`config.mk`:
```
export PLATFORM = sky130hd
export DESIGN_NAME = adcs_conv_arbiter
export DESIGN_NICKNAME = d
export VERILOG_FILES = /design/src/rtl/adcs_conv_arbiter.sv
export SDC_FILE = /design/constraint.sdc
export NUM_CORES = 1
export LEC_CHECK = 0
export BUFFER_PORTS_ARGS = -buffer_cell sky130_fd_sc_hd__buf_4
export CAP_MARGIN = 20
export CORE_UTILIZATION = 60
export DETAILED_ROUTE_END_ITERATION = 10
export PLACE_DENSITY = 0.93
export RECOVER_POWER = 50
export SLEW_MARGIN = 20
export SYNTH_ARGS = -nofsm -noshare
export SYNTH_HDL_FRONTEND = slang
export SYNTH_SLANG_ARGS = --single-unit
```
`constraint.sdc`:
```
create_clock -name HCLK -period 3.8 [get_ports HCLK]
set_clock_uncertainty 0.05 [all_clocks]
set_input_delay 0 -clock HCLK [delete_from_list [all_inputs] [get_ports HCLK]]
set_output_delay 0 -clock HCLK [all_outputs]
set_load 0.02 [all_outputs]
```
`src/rtl/adcs_conv_arbiter.sv`:
```
// ADC conversion arbiter: round-robin grant of four requesters onto one
// SAR ADC macro, with sample/track, bit-serial successive approximation
// and a one-cycle result strobe back to the granted requester.
module adcs_conv_arbiter #(
   parameter int SAMPLE_CYCLES = 4,
   parameter int SETTLE_CYCLES = 2
) (
   input  logic        HCLK,
   input  logic        HRESETn,
   input  logic        en,
   input  logic [3:0]  req,
   input  logic [11:0] req_ch,
   input  logic        cmp,
   output logic [3:0]  gnt,
   output logic [3:0]  done,
   output logic [9:0]  data,
   output logic        busy,
   output logic        adc_en,
   output logic        sample_n,
   output logic        dac_rst,
   output logic [2:0]  ch_sel,
   output logic [9:0]  adc_data
);

   localparam logic [7:0] SAMPLE_LAST = 8'(SAMPLE_CYCLES - 1);
   localparam logic [7:0] SETTLE_LAST = 8'(SETTLE_CYCLES - 1);

   typedef enum logic [1:0] {
      ST_IDLE   = 2'd0,
      ST_SAMPLE = 2'd1,
      ST_CONV   = 2'd2,
      ST_DONE   = 2'd3
   } state_t;

   state_t      state_r, state_s;
   logic [7:0]  cnt_r, cnt_s;
   logic [3:0]  bit_r, bit_s;
   logic [1:0]  idx_r, idx_s;
   logic [1:0]  rr_ptr_r, rr_ptr_s;
   logic [1:0]  win_s;
   logic [3:0]  gnt_r, gnt_s;
   logic [3:0]  done_r, done_s;
   logic [9:0]  data_r, data_s;
   logic        busy_r, busy_s;
   logic        adc_en_r;
   logic        sample_n_r, sample_n_s;
   logic        dac_rst_r, dac_rst_s;
   logic [2:0]  ch_sel_r, ch_sel_s;
   logic [9:0]  adc_data_r, adc_data_s;

   // First requester after the pointer, wrapping 3->0; pointer itself last.
   function automatic logic [1:0] rr_pick(input logic [3:0] r, input logic [1:0] p);
      logic [1:0] c;
      logic [1:0] w;
      logic       f;
      w = 2'd0;
      f = 1'b0;
      for (int k = 1; k <= 4; k++) begin
         c = p + 2'(k);
         if (!f && r[c]) begin
            w = c;
            f = 1'b1;
         end
      end
      return w;
   endfunction

   // Channel field of requester i from the packed channel bus.
   function automatic logic [2:0] ch_pick(input logic [11:0] r, input logic [1:0] i);
      logic [2:0] c;
      case (i)
         2'd0:    c = r[2:0];
         2'd1:    c = r[5:3];
         2'd2:    c = r[8:6];
         2'd3:    c = r[11:9];
         default: c = 3'd0;
      endcase
      return c;
   endfunction

   // FSM state register.
   always_ff @(posedge HCLK or posedge HRESETn) begin
      if (HRESETn) begin
         state_r <= ST_IDLE;
      end else begin
         state_r <= state_s;
      end
   end

   // Next-state decode; losing the enable anywhere outside IDLE aborts.
   always_comb begin
      state_s = state_r;
      case (state_r)
         ST_IDLE: begin
            if (en && (req != 4'd0)) state_s = ST_SAMPLE;
            else                     state_s = ST_IDLE;
         end
         ST_SAMPLE: begin
            if (!en)                      state_s = ST_IDLE;
            else if (cnt_r == SAMPLE_LAST) state_s = ST_CONV;
            else                          state_s = ST_SAMPLE;
         end
         ST_CONV: begin
            if (!en)                                           state_s = ST_IDLE;
            else if ((cnt_r == SETTLE_LAST) && (bit_r == 4'd0)) state_s = ST_DONE;
            else                                               state_s = ST_CONV;
         end
         ST_DONE: state_s = ST_IDLE;
         default: state_s = ST_IDLE;
      endcase
   end

   // Next values of the datapath and of every registered output.
   always_comb begin
      gnt_s      = gnt_r;
      done_s     = 4'd0;
      data_s     = data_r;
      sample_n_s = sample_n_r;
      dac_rst_s  = dac_rst_r;
      ch_sel_s   = ch_sel_r;
      adc_data_s = adc_data_r;
      cnt_s      = cnt_r;
      bit_s      = bit_r;
      idx_s      = idx_r;
      rr_ptr_s   = rr_ptr_r;
      win_s      = rr_pick(req, rr_ptr_r);
      busy_s     = (state_s != ST_IDLE);
      case (state_r)
         ST_IDLE: begin
            dac_rst_s = 1'b1;
            if (en && (req != 4'd0)) begin
               idx_s      = win_s;
               gnt_s      = 4'd1 << win_s;
               ch_sel_s   = ch_pick(req_ch, win_s);
               cnt_s      = 8'd0;
               sample_n_s = 1'b0;
            end else begin
               gnt_s      = 4'd0;
               sample_n_s = 1'b1;
            end
         end
         ST_SAMPLE: begin
            if (!en) begin
               gnt_s      = 4'd0;
               sample_n_s = 1'b1;
               dac_rst_s  = 1'b1;
               cnt_s      = 8'd0;
            end else if (cnt_r == SAMPLE_LAST) begin
               sample_n_s = 1'b1;
               dac_rst_s  = 1'b0;
               adc_data_s = 10'h200;
               bit_s      = 4'd9;
               cnt_s      = 8'd0;
            end else begin
               cnt_s = cnt_r + 8'd1;
            end
         end
         ST_CONV: begin
            if (!en) begin
               gnt_s      = 4'd0;
               sample_n_s = 1'b1;
               dac_rst_s  = 1'b1;
               cnt_s      = 8'd0;
            end else if (cnt_r == SETTLE_LAST) begin
               // Resolve the current trial bit and raise the next one together.
               adc_data_s[bit_r] = cmp;
               if (bit_r != 4'd0) begin
                  adc_data_s[bit_r - 4'd1] = 1'b1;
                  bit_s                    = bit_r - 4'd1;
               end else begin
                  bit_s = bit_r;
               end
               cnt_s = 8'd0;
            end else begin
               cnt_s = cnt_r + 8'd1;
            end
         end
         ST_DONE: begin
            gnt_s      = 4'd0;
            sample_n_s = 1'b1;
            dac_rst_s  = 1'b1;
            if (en) begin
               data_s        = adc_data_r;
               done_s[idx_r] = 1'b1;
               rr_ptr_s      = idx_r;
            end else begin
               data_s = data_r;
            end
         end
         default: begin
            gnt_s      = 4'd0;
            sample_n_s = 1'b1;
            dac_rst_s  = 1'b1;
         end
      endcase
   end

   // Datapath and output registers.
   always_ff @(posedge HCLK or posedge HRESETn) begin
      if (HRESETn) begin
         cnt_r      <= 8'd0;
         bit_r      <= 4'd0;
         idx_r      <= 2'd0;
         rr_ptr_r   <= 2'd3;
         gnt_r      <= 4'd0;
         done_r     <= 4'd0;
         data_r     <= 10'd0;
         busy_r     <= 1'b0;
         adc_en_r   <= 1'b0;
         sample_n_r <= 1'b1;
         dac_rst_r  <= 1'b1;
         ch_sel_r   <= 3'd0;
         adc_data_r <= 10'd0;
      end else begin
         cnt_r      <= cnt_s;
         bit_r      <= bit_s;
         idx_r      <= idx_s;
         rr_ptr_r   <= rr_ptr_s;
         gnt_r      <= gnt_s;
         done_r     <= done_s;
         data_r     <= data_s;
         busy_r     <= busy_s;
         adc_en_r   <= en;
         sample_n_r <= sample_n_s;
         dac_rst_r  <= dac_rst_s;
         ch_sel_r   <= ch_sel_s;
         adc_data_r <= adc_data_s;
      end
   end

   assign gnt      = gnt_r;
   assign done     = done_r;
   assign data     = data_r;
   assign busy     = busy_r;
   assign adc_en   = adc_en_r;
   assign sample_n = sample_n_r;
   assign dac_rst  = dac_rst_r;
   assign ch_sel   = ch_sel_r;
   assign adc_data = adc_data_r;

endmodule

```
==> impl_results.md <==
* GPL Wtd Cong at 0.879
* Initial Util at 62.9%
* Vias in the first global route at 2,484
* Crit path kind: reg2reg
* Async SR Flop Fraction at 100%
* Cell Chain, Critical Path: inv_1 > ha_1 > clkinv_1 > a31o_2 > a21oi_1 > nand2b_1 > o22ai_1
* Outcome: complete, but fails checks
* Clk slew on worst S/H paths at 90 ps
* Post-synth EDFFs at 0
* Max Root-Sink Buffers at 2
* Sinks on Clock Net at 53
* Switching pwr at 0.000310 W
* Post-Route WL at 6.90 mm
* Initial drt markers at 328
* Overall Global Routing Usage at 28.0%
* Switching share of power at 28.5%
* Ports at 55
* Worst Hold Class: in2reg
* Avg Cell Area, Syn at 9.70 um^2
* Final std cells w/o fill at 428
* CP Launch Type: register
* Crit path time final at 2600 ps
* Via/cell ratio at 6.13
* CP endpoint kind: register
* Final Hold Fails at 0
* Synth Warn # at 0
* Final HPWL DP at 5.00 mm
* F_max at 0.385 GHz
* Clk root buf: clkbuf_8
* Post-route setup TNS at 0 ps
* Comb pwr share at 16.1%
* Final ANT Viol Nets at 0
* DR pass1 iterations at 4
* DIE AREA at 5270 um^2
* Clock share of power at 28.5%
* DRC errors left at 0
* Worst Path Required at 3990 ps
* Fin crit share at 68.4%
* Core ar. at 4750 um^2
* Dominant synthesized flop cell: dfrtp_1
* H-tree levels at 2
* Die Y at 72.6 um
* TritonCTS clock tree: yes
* WP data arrival at 2790 ps
* CTS Buf Count at 5
* PwrDens at 320 nW/um^2
* Global-route wire length before repair at 11.3 mm
* Postcts setup bufs at 0
* Top cells by area, synth: dfrtp_1, mux2_2, ha_1, nand2_1, dfstp_2
* Post-synth top area cell: dfrtp_1
* Mapped Area at 2990 um^2
* Multi-input logic area at 1570 um^2
* Syn Nets at 341
* Cell internal pwr at 0.000780 W
* Initial antenna violation count at 0
* Sequential share of power at 55.4%
* Max incr delay on CP at 500 ps
* GRT overflow at 0
* MaxCap Viol Count at 1
* Post-synthesis sequential area ratio at 44.5%
* Filler cells at 387
* Mapped Cells at 308
* Slew @ Worst Pin at 2200 ps
* Area fraction of the dominant cell type after synthesis at 41.0%
* P&R area growth vs syn at 14.1%
* Storage cell area at 1330 um^2
* Leak at 1.47 nW
* Setup Viol. Count Final at 0
* Placed insts at 418
* Crit-path slowest cell: a21oi_1
* Nets at 393
* Worst skew pair latency at 310 ps
* Largest net degree at the start of global routing at 54
* Slew HR at -47.1%
* Max-slew violation count at 54
* Worst-path maximum fanout at 11
* Synth Register Bits at 53
* Worst path top cell family by delay: compound AO/OA/AOI/OAI gates
* RSZ-0062 raised after global routing: no
* Number of cell rows at 25
* Failing checks: capacitance limit, slew limit
* Antenna Cells at 0
* PortBufs at 54
* Routed via count at 2,622
* Die X at 72.6 um
* Routed len/inst at 16.1 um
* Worst Path Buf+Inv at 2
* Netlist cell types at 52
* Share of post-route cells with drive strength above 1 at 15.5%
* VDD IR max at 221 uV
[state kept, by name (all words and copies together) (netlist names)]
signal,flops
idx_r,2
cnt_r,8
adc_data,10
sample_n,1
done,4
adc_en,1
rr_ptr_r,2
gnt,4
ch_sel,3
state_r,2
dac_rst,1
data,10
busy,1
bit_r,4
[cell type report]
class | instances | area share, %
well taps | 67 | 2.46
multi-input cells | 232 | 46.0
clock inverters | 1 | 0.220
clock buffers | 7 | 2.24
repair buffers | 56 | 8.73
flip-flops and latches | 53 | 39.0
inverters | 12 | 1.36
[worst paths after layout]
kind                       depth (start not counted)                    start  slack [ps]                 endpoint
max                                                7     state_r[0]$_DFF_PP0_        1200     cnt_r[5]$_DFFE_PP0P_
max in group asynchronous                          3                  HRESETn        1930     bit_r[3]$_DFFE_PP0P_
max reg2reg                                        7     state_r[0]$_DFF_PP0_        1200     cnt_r[5]$_DFFE_PP0P_
min in group asynchronous                          3                  HRESETn         780      data[0]$_DFFE_PP0P_
min reg2reg                                        2  rr_ptr_r[0]$_DFFE_PP1P_         450  rr_ptr_r[0]$_DFFE_PP1P_
min                                                3               req_ch[10]           3    ch_sel[1]$_DFFE_PP0P_
[per-stage QoR]
step | total power (W) | hold WS (ps) | worst slack, ps | util [%] | area, um^2
finish | 0.00109 | 3.09 | 1200 | 71.7 | 3410
CTS | 0.00110 | 0.508 | 1230 | 74.4 | 3540
global route | 0.00114 | 3.53 | 959 | 71.7 | 3410
detailed placement | 0.000797 | 208 | 1260 | 72.2 | 3430
global placement | 0.000790 | 207 | 1450 | 72.2 | 3430
floorplan | 0.000729 | -18.6 | 1920 | - | 2990
[worst reg2reg max path: cells and delay by family (launching register included)]
kind | cells | cell delay [ps]
adder cells (fa/ha/maj) | 1 | 380
flip-flops | 1 | 430
AO/OA/AOI/OAI | 3 | 1030
AND/OR/NAND/NOR | 1 | 200
buffers and inverters | 2 | 430
[cells by family after synthesis]
logic type / Yosys count / share of synthesized area [%]
and+or+nand+nor: 107 / 18.7
DFF: 53 / 44.5
muxes: 20 / 7.37
AOI/OAI and AO/OA: 92 / 21.0
adders and majority gates: 13 / 5.44
buffers and inverters: 23 / 3.01
[power groups by stage]
stage | sequential, W | clock (W) | combinational (W)
after global routing | 0.000608 | 0.000335 | 0.000193
after global placement | 0.000613 | 0 | 0.000177
final | 0.000604 | 0.000310 | 0.000176
after floorplan | 0.000629 | 0 | 0.0000997
after detailed placement | 0.000615 | 0 | 0.000182
after CTS | 0.000604 | 0.000311 | 0.000185
[cells in the mapped netlist (4+ instances only)]
| cell type | n |
|---|---|
| a21oi_1 | 20 |
| and3_1 | 4 |
| clkbuf_1 | 8 |
| dfrtp_1 | 49 |
| dfstp_2 | 4 |
| ha_1 | 13 |
| inv_1 | 11 |
| mux2_2 | 16 |
| mux2i_1 | 4 |
| nand2_1 | 33 |
| nand2b_1 | 6 |
| nand3_1 | 14 |
| nand4_1 | 7 |
| nor2_1 | 17 |
| nor2b_1 | 8 |
| nor3_1 | 4 |
| o21ai_0 | 18 |
| o21ai_1 | 6 |
| o31ai_1 | 6 |
| o41ai_1 | 4 |
[layout by cell type, fill, tap and decap left out, types with 4 or more instances in the layout]
cell type,instances
dfrtp_1,49
buf_4,19
o41ai_1,4
and3_1,4
nor2_1,17
ha_1,13
a21oi_1,20
clkbuf_1,36
nand4_1,7
nor3_1,4
nand3_1,14
o31ai_1,6
mux2_2,16
nand2b_1,6
o21ai_1,6
inv_1,10
o21ai_0,18
mux2i_1,4
nor2b_1,8
nand2_1,33
clkbuf_8,5
[routing by layer]
metal | track usage, % | vias to the layer above | wire length [um]
met1 | 37.4 | 1274 | 3080
li1 | - | 1243 | -
met2 | 46.2 | 88 | 3350
met3 | 3.87 | 17 | 319
met4 | 11.8 | 0 | 151
met5 | 0 | - | 0
[repair_timing]
| action | CTS | global route |
|---|---|---|
| endpoints found under the hold margin | 51 | 0 |
| endpoints found under the setup margin | 0 | 0 |
| resized for setup | 0 | 0 |
| hold buffers | 2 | 0 |
Power figures use the tool's default switching activity.
